[config.mk]
export PLATFORM = sky130hd
export DESIGN_NAME = dcu_fill_seq_flat
export DESIGN_NICKNAME = d
export VERILOG_FILES = /design/src/rtl/dcu_fill_seq_pkg.sv /design/src/rtl/dcu_fill_seq_if.sv /design/src/rtl/dcu_fill_ctr.sv /design/src/rtl/dcu_fill_seq.sv /design/src/flat_wrapper.sv
export SDC_FILE = /design/constraint.sdc
export NUM_CORES = 1
export LEC_CHECK = 0
export CORE_MARGIN = 4
export CORE_UTILIZATION = 42
export CTS_CLUSTER_SIZE = 14
export DETAILED_ROUTE_END_ITERATION = 8
export PLACE_DENSITY = 0.86
export SYNTH_ARGS = -nofsm -noshare
export SYNTH_HDL_FRONTEND = slang
export SYNTH_HIERARCHICAL = 1
export SYNTH_SLANG_ARGS = --single-unit
export TNS_END_PERCENT = 20
[constraint.sdc]
create_clock -name clk -period 3.68 [get_ports clk]
set_input_delay 0.368 -clock clk [delete_from_list [all_inputs] [get_ports clk]]
set_output_delay 0.368 -clock clk [all_outputs]
set_load 0.02 [all_outputs]
[src/rtl/dcu_fill_seq_pkg.sv]
// Shared types and constants for the D-cache fill sequencer.
// Optional parity output is enabled with `define DCU_FILL_PARITY_EN.
`ifndef DCU_FILL_SEQ_PKG_SV
`define DCU_FILL_SEQ_PKG_SV

// Line index of a byte address: drops the 4-byte word and 2-bit word offset.
`define DCU_FILL_LINE_IDX(addr, idx_w) addr[(idx_w)+1:4]

package dcu_fill_seq_pkg;

  localparam int unsigned WORDS_PER_LINE = 4;
  localparam int unsigned WORD_OFF_W     = 2;

  typedef enum logic [4:0] {
    S_IDLE     = 5'b00001,
    S_WAIT_ACK = 5'b00010,
    S_FILL     = 5'b00100,
    S_ZERO     = 5'b01000,
    S_ERR      = 5'b10000
  } fill_state_e;

  // Even parity per byte: each bit makes its byte plus parity have an even count of ones.
  function automatic logic [3:0] byte_parity(input logic [31:0] d);
    logic [3:0] p;
    for (int unsigned i = 0; i < 4; i++) p[i] = ^d[8*i +: 8];
    return p;
  endfunction

endpackage

`endif

[src/rtl/dcu_fill_seq_if.sv]
// Handshake/data bundle between the miss controller, memory return path and cache array.
// fill_wr_par exists only when DCU_FILL_PARITY_EN is defined.
interface dcu_fill_seq_if #(
  parameter int unsigned ADDR_W = 32,
  parameter int unsigned IDX_W  = 10
);
  logic              miss_start;
  logic              zero_start;
  logic [ADDR_W-1:0] req_addr;
  logic              nc_xaction;
  logic              normal_ack;
  logic              error_ack;
  logic [31:0]       mem_data;
  logic              fill_wr_en;
  logic [IDX_W-1:0]  fill_wr_addr;
  logic [31:0]       fill_wr_data;
  logic              crit_vld;
  logic [31:0]       crit_data;
  logic              line_done;
  logic              fill_err;
  logic              fill_busy;
`ifdef DCU_FILL_PARITY_EN
  logic [3:0]        fill_wr_par;
`endif

  modport master (
    output miss_start, zero_start, req_addr, nc_xaction, normal_ack, error_ack, mem_data,
    input  fill_wr_en, fill_wr_addr, fill_wr_data, crit_vld, crit_data, line_done,
           fill_err, fill_busy
`ifdef DCU_FILL_PARITY_EN
    , input fill_wr_par
`endif
  );

  modport slave (
    input  miss_start, zero_start, req_addr, nc_xaction, normal_ack, error_ack, mem_data,
    output fill_wr_en, fill_wr_addr, fill_wr_data, crit_vld, crit_data, line_done,
           fill_err, fill_busy
`ifdef DCU_FILL_PARITY_EN
    , output fill_wr_par
`endif
  );
endinterface

[src/rtl/dcu_fill_ctr.sv]
// Word counter for a line fill plus the critical-word-first wrap adder.
module dcu_fill_ctr
  import dcu_fill_seq_pkg::*;
(
  input  logic                  clk,
  input  logic                  rst,
  input  logic                  clr,
  input  logic                  inc,
  input  logic [WORD_OFF_W-1:0] base,
  output logic [WORD_OFF_W-1:0] cnt,
  output logic [WORD_OFF_W-1:0] off
);

  always_ff @(posedge clk or posedge rst) begin
    if (rst)      cnt <= '0;
    else if (clr) cnt <= '0;
    else if (inc) cnt <= cnt + 1'b1;
  end

  // 2-bit add wraps naturally, giving the critical-word-first order.
  always_comb off = base + cnt;

endmodule

[src/rtl/dcu_fill_seq.sv]
// D-cache fill sequencer: critical-word-first line fills, zeroline fills and error abort.
// Optional per-byte write parity enabled by `define DCU_FILL_PARITY_EN.
module dcu_fill_seq
  import dcu_fill_seq_pkg::*;
#(
  parameter int unsigned ADDR_W = 32,
  parameter int unsigned IDX_W  = 10
) (
  input logic          clk,
  input logic          reset,
  dcu_fill_seq_if.slave bus
);

  fill_state_e            state, state_n;
  logic [IDX_W-3:0]       line_idx;
  logic [WORD_OFF_W-1:0]  crit_wd;
  logic                   nc;
  logic [WORD_OFF_W-1:0]  cnt, off;
  logic                   ctr_clr, ctr_inc;
  logic                   lat_miss, lat_zero;

  logic                   wr_en_n, crit_vld_n, done_n, err_n;
  logic [31:0]            wr_data_n, crit_data_n;

  dcu_fill_ctr u_ctr (
    .clk  (clk),
    .rst  (reset),
    .clr  (ctr_clr),
    .inc  (ctr_inc),
    .base (crit_wd),
    .cnt  (cnt),
    .off  (off)
  );

  always_comb begin
    state_n     = state;
    wr_en_n     = 1'b0;
    wr_data_n   = '0;
    crit_vld_n  = 1'b0;
    crit_data_n = '0;
    done_n      = 1'b0;
    err_n       = 1'b0;
    ctr_clr     = 1'b0;
    ctr_inc     = 1'b0;
    lat_miss    = 1'b0;
    lat_zero    = 1'b0;
    unique case (state)
      S_IDLE: begin
        if (bus.miss_start) begin
          state_n  = S_WAIT_ACK;
          lat_miss = 1'b1;
          ctr_clr  = 1'b1;
        end else if (bus.zero_start) begin
          state_n  = S_ZERO;
          lat_zero = 1'b1;
          ctr_clr  = 1'b1;
        end
      end
      S_WAIT_ACK: begin
        if (bus.normal_ack) begin
          crit_vld_n  = 1'b1;
          crit_data_n = bus.mem_data;
          if (nc) begin
            state_n = S_IDLE;
          end else begin
            wr_en_n   = 1'b1;
            wr_data_n = bus.mem_data;
            ctr_inc   = 1'b1;
            state_n   = S_FILL;
          end
        end else if (bus.error_ack) begin
          err_n   = 1'b1;
          state_n = S_ERR;
        end
      end
      S_FILL: begin
        if (bus.normal_ack) begin
          wr_en_n   = 1'b1;
          wr_data_n = bus.mem_data;
          ctr_inc   = 1'b1;
          if (cnt == 2'(WORDS_PER_LINE - 1)) begin
            done_n  = 1'b1;
            state_n = S_IDLE;
          end
        end else if (bus.error_ack) begin
          err_n   = 1'b1;
          state_n = S_ERR;
        end
      end
      S_ZERO: begin
        wr_en_n = 1'b1;
        ctr_inc = 1'b1;
        if (cnt == 2'(WORDS_PER_LINE - 1)) begin
          done_n  = 1'b1;
          state_n = S_IDLE;
        end
      end
      S_ERR:   state_n = S_IDLE;
      default: state_n = S_IDLE;
    endcase
  end

  // crit_wd is forced to 0 for zerolines so the same adder yields offsets 0..3.
  always_ff @(posedge clk or posedge reset) begin
    if (reset) begin
      state    <= S_IDLE;
      line_idx <= '0;
      crit_wd  <= '0;
      nc       <= 1'b0;
    end else begin
      state <= state_n;
      if (lat_miss) begin
        line_idx <= `DCU_FILL_LINE_IDX(bus.req_addr, IDX_W);
        crit_wd  <= bus.req_addr[3:2];
        nc       <= bus.nc_xaction;
      end else if (lat_zero) begin
        line_idx <= `DCU_FILL_LINE_IDX(bus.req_addr, IDX_W);
        crit_wd  <= '0;
      end
    end
  end

  always_ff @(posedge clk or posedge reset) begin
    if (reset) begin
      bus.fill_wr_en   <= 1'b0;
      bus.fill_wr_addr <= '0;
      bus.fill_wr_data <= '0;
      bus.crit_vld     <= 1'b0;
      bus.crit_data    <= '0;
      bus.line_done    <= 1'b0;
      bus.fill_err     <= 1'b0;
      bus.fill_busy    <= 1'b0;
    end else begin
      bus.fill_wr_en   <= wr_en_n;
      bus.fill_wr_addr <= wr_en_n ? {line_idx, off} : '0;
      bus.fill_wr_data <= wr_data_n;
      bus.crit_vld     <= crit_vld_n;
      bus.crit_data    <= crit_data_n;
      bus.line_done    <= done_n;
      bus.fill_err     <= err_n;
      bus.fill_busy    <= (state_n != S_IDLE);
    end
  end

`ifdef DCU_FILL_PARITY_EN
  always_ff @(posedge clk or posedge reset) begin
    if (reset) bus.fill_wr_par <= '0;
    else       bus.fill_wr_par <= byte_parity(wr_data_n);
  end
`endif

endmodule

[src/flat_wrapper.sv]
// flat-port wrapper written by rule: the top's interface ports become plain ports
module dcu_fill_seq_flat import dcu_fill_seq_pkg::*;
#(
  parameter int unsigned ADDR_W = 32,
  parameter int unsigned IDX_W  = 10
)
  (clk, reset, bus_miss_start, bus_zero_start, bus_req_addr, bus_nc_xaction, bus_normal_ack, bus_error_ack, bus_mem_data, bus_fill_wr_en, bus_fill_wr_addr, bus_fill_wr_data, bus_crit_vld, bus_crit_data, bus_line_done, bus_fill_err, bus_fill_busy);
  dcu_fill_seq_if #(.ADDR_W(ADDR_W), .IDX_W(IDX_W)) bus_i ();
  input logic clk;
  input logic reset;
  input wire logic [$bits(bus_i.miss_start)-1:0] bus_miss_start;
  input wire logic [$bits(bus_i.zero_start)-1:0] bus_zero_start;
  input wire logic [$bits(bus_i.req_addr)-1:0] bus_req_addr;
  input wire logic [$bits(bus_i.nc_xaction)-1:0] bus_nc_xaction;
  input wire logic [$bits(bus_i.normal_ack)-1:0] bus_normal_ack;
  input wire logic [$bits(bus_i.error_ack)-1:0] bus_error_ack;
  input wire logic [$bits(bus_i.mem_data)-1:0] bus_mem_data;
  output wire logic [$bits(bus_i.fill_wr_en)-1:0] bus_fill_wr_en;
  output wire logic [$bits(bus_i.fill_wr_addr)-1:0] bus_fill_wr_addr;
  output wire logic [$bits(bus_i.fill_wr_data)-1:0] bus_fill_wr_data;
  output wire logic [$bits(bus_i.crit_vld)-1:0] bus_crit_vld;
  output wire logic [$bits(bus_i.crit_data)-1:0] bus_crit_data;
  output wire logic [$bits(bus_i.line_done)-1:0] bus_line_done;
  output wire logic [$bits(bus_i.fill_err)-1:0] bus_fill_err;
  output wire logic [$bits(bus_i.fill_busy)-1:0] bus_fill_busy;
  assign bus_i.miss_start = bus_miss_start;
  assign bus_i.zero_start = bus_zero_start;
  assign bus_i.req_addr = bus_req_addr;
  assign bus_i.nc_xaction = bus_nc_xaction;
  assign bus_i.normal_ack = bus_normal_ack;
  assign bus_i.error_ack = bus_error_ack;
  assign bus_i.mem_data = bus_mem_data;
  assign bus_fill_wr_en = bus_i.fill_wr_en;
  assign bus_fill_wr_addr = bus_i.fill_wr_addr;
  assign bus_fill_wr_data = bus_i.fill_wr_data;
  assign bus_crit_vld = bus_i.crit_vld;
  assign bus_crit_data = bus_i.crit_data;
  assign bus_line_done = bus_i.line_done;
  assign bus_fill_err = bus_i.fill_err;
  assign bus_fill_busy = bus_i.fill_busy;
  dcu_fill_seq #(.ADDR_W(ADDR_W), .IDX_W(IDX_W)) u_core (.clk(clk), .reset(reset), .bus(bus_i));
endmodule
==> results.cfg <==
[status]
outcome = complete, no violations

[die]
core-area_um2 = 7890
die_y_um = 99.0
ioPinCount = 150
die_w_um = 99.0
die_area_um2 = 9800
start_util_pct = 44.1
std_cell_rows = 32

[drt]
wl_per_cell_um = 15.8
wl_um = 7730
drc_errors = 0
ant_nets = 0
num_vias = 2320
dr.pass1.iters = 4
drtIter0Drc = 33
viasPerCell = 4.73

[setup_path]
cp_max_fo = 11
path_cells = nor2b_1 -> o21ai_0 -> a21oi_1 -> a21bo_1 -> a21oi_2
path_buf_inv = 0
slowest_delay_ns = 1.00
required_ns = 3.96
arrival_ns = 2.80
critPathKind = flip-flop to flip-flop
crit_slowest_cell = o21ai_0
start_kind = flip-flop
crit_family = compound AO/OA/AOI/OAI gates
cp-end-kind = flip-flop

[cells_and_area]
fin_util_pct = 64.3
nets = 456
layout_common_cells = 127 x clkdlybuf4s50_1, 96 x dfrtp_1, 64 x and2_1
drive_gt1_share_pct = 9.28
layout_commonest_cell = clkdlybuf4s50_1
area_growth_pct = 45.8
diodes = 0

[yosys]
syn_area_per_cell_um2 = 13.5
ys_ff_latch = 97
ys_types = 39
synth_nets = 330
netlist_area_um2 = 3480
synth_seq_area_share_pct = 69.8
syn_inst = 258
yosysWarnings = 6

[global_routing]
first_global_vias = 2463
grt_use_total_pct = 16.6
antenna_found_initial = 0
grt_first_pass_wirelength_um = 12700
gr-total-overflow = 0
grt_max_degree = 91

[sta]
rsz0062_at_grt = no
timing.fmax_mhz = 396
tightest_slew_ns = 1.26
period_needed_ns = 2.52
slew-limit-headroom_pct = 14.9
setup_viol = 0
fin_worst_skew_ns = 0.0104
hold_viol = 0
setup_ws_ns = 1.16
post-route-period-util_pct = 68.6
report.final.slew_viol_count = 0
finalSetupTns_ns = 0

[clock_tree]
cts_root_buf = clkbuf_8
cts_tree = yes
cts_sinks = 97
clock_latency_ns = 0.35
clk_pin_slew_ns = 0.09
cts_buffers = 9
clockBufferDepth = 2
cts.repair.resized = 0
postCtsHoldBufs = 0
post_cts_buffers = 0
h-tree-depth = 3

[power]
p_leak_nw = 2.32
finalPower_mw = 2.99
ir_drop_mv = 0.379
power.density_nw_per_um2 = 589

[placement]
hpwl_um = 5720
dp_slack_ns = 1.20
numPortBuffers = 127
gp_congestion = 0.787

[run]
maxCapViolCount = 0

[hold_path]
hold_path.class = primary input to async pin
[metrics by stage]
stage / std cells / hold slack, ns / area, um^2
2_1_floorplan: 258 / 0.109 / 3480
3_3_place_gp: 475 / 0.481 / 4830
5_1_grt: 490 / 0.253 / 5070
4_1_cts: 490 / 0.237 / 5070
6_report: 490 / 0.247 / 5070
3_5_place_dp: 475 / 0.487 / 4830
[cells by family after synthesis]
| family | share of synthesized area (%) |
|---|---|
| multiplexers | 2.91 |
| AO/OA/AOI/OAI | 5.68 |
| adder cells (fa/ha/maj) | 0.360 |
| AND/OR/NAND/NOR | 17.8 |
| buffers and inverters | 2.45 |
| XOR/XNOR | 1.01 |
| flip-flops | 69.8 |
[flip-flops by register name, summed over array words and instances (netlist names), 2 cells and up]
| name | flops |
|---|---|
| u_core/bus.fill_wr_addr | 10 |
| u_core/bus.fill_wr_data | 32 |
| u_core/bus.crit_data | 32 |
| u_core/crit_wd | 2 |
| u_core/line_idx | 8 |
| u_core/state | 5 |
| u_core/u_ctr/cnt | 2 |
[worst paths after layout]
check / start / endpoint / slack [ns] / depth (start not counted)
worst min register to register: u_core/line_idx[2]$_DFFE_PP0P_ / u_core/bus.fill_wr_addr[4]$_DFF_PP0_ / 0.51 / 2
min in group clk: u_core/line_idx[2]$_DFFE_PP0P_ / u_core/bus.fill_wr_addr[4]$_DFF_PP0_ / 0.51 / 2
worst max-delay path: u_core/state[2]$_DFF_PP0_ / u_core/u_ctr/cnt[1]$_DFFE_PP0P_ / 1.16 / 5
max in group asynchronous: reset / u_core/bus.crit_data[18]$_DFF_PP0_ / 2.34 / 2
worst max register to register: u_core/state[2]$_DFF_PP0_ / u_core/u_ctr/cnt[1]$_DFFE_PP0P_ / 1.16 / 5
worst min-delay path: reset / u_core/u_ctr/cnt[0]$_DFFE_PP0P_ / 0.25 / 2
[cell type report]
type | count | area (um^2)
Inverter | 6 | 25.0
Tap cell | 102 | 128
Fill cell | 602 | 2820
Clock inverter | 6 | 115
Clock buffer | 9 | 124
Timing Repair Buffer | 129 | 1290
Multi-Input combinational cell | 141 | 965
Sequential cell | 97 | 2430
[report_power, final]
part	switching, mW	total, mW	internal (mW)	leakage [nW]
clock network	0.360	0.813	0.453	0.116
registers	0.113	1.35	1.24	1.32
logic	0.413	0.828	0.415	0.886
[cell usage after synthesis]
| cell type | count | share of area [%] |
|---|---|---|
| a32oi_1 | 1 | 0.25 |
| nand2_1 | 11 | 1.2 |
| buf_2 | 4 | 0.58 |
| nor2_1 | 6 | 0.65 |
| o211a_1 | 1 | 0.29 |
| or2_2 | 2 | 0.36 |
| dfstp_2 | 1 | 0.76 |
| or3_1 | 1 | 0.18 |
| a2111oi_1 | 1 | 0.29 |
| nor4b_1 | 2 | 0.50 |
| a2111oi_2 | 1 | 0.43 |
| clkbuf_1 | 8 | 0.86 |
| and2_1 | 64 | 12 |
| a21oi_2 | 1 | 0.25 |
| a32o_1 | 1 | 0.29 |
| a21oi_1 | 11 | 1.6 |
| nand2b_1 | 1 | 0.18 |
| nor3b_1 | 1 | 0.22 |
| nor3b_2 | 2 | 0.72 |
| nor3_1 | 3 | 0.43 |
| ha_1 | 1 | 0.36 |
| inv_1 | 6 | 0.65 |
| a21o_1 | 2 | 0.43 |
| xor2_1 | 1 | 0.25 |
| nor2b_1 | 3 | 0.54 |
| buf_4 | 1 | 0.22 |
| a211oi_1 | 1 | 0.22 |
| xnor2_1 | 3 | 0.76 |
| a21bo_1 | 1 | 0.29 |
| and3_1 | 1 | 0.18 |
| o2bb2ai_1 | 2 | 0.50 |
| nor4b_4 | 1 | 0.68 |
| dfrtp_1 | 96 | 69 |
| a2111o_1 | 1 | 0.32 |
| clkbuf_2 | 1 | 0.14 |
| nand3b_1 | 2 | 0.43 |
| o21ai_0 | 2 | 0.29 |
| mux2_2 | 9 | 2.9 |
| a31o_2 | 1 | 0.25 |
[metal layers]
layer  up-vias  track usage (%)  part of all wire (%)
li1       1090                -                     -
met1      1156             19.4                    37
met2        67             29.9                    55
met3         7             4.39                   6.3
met4         0             5.15                   1.2
met5         -                0                     0
Power figures use the tool's default switching activity.
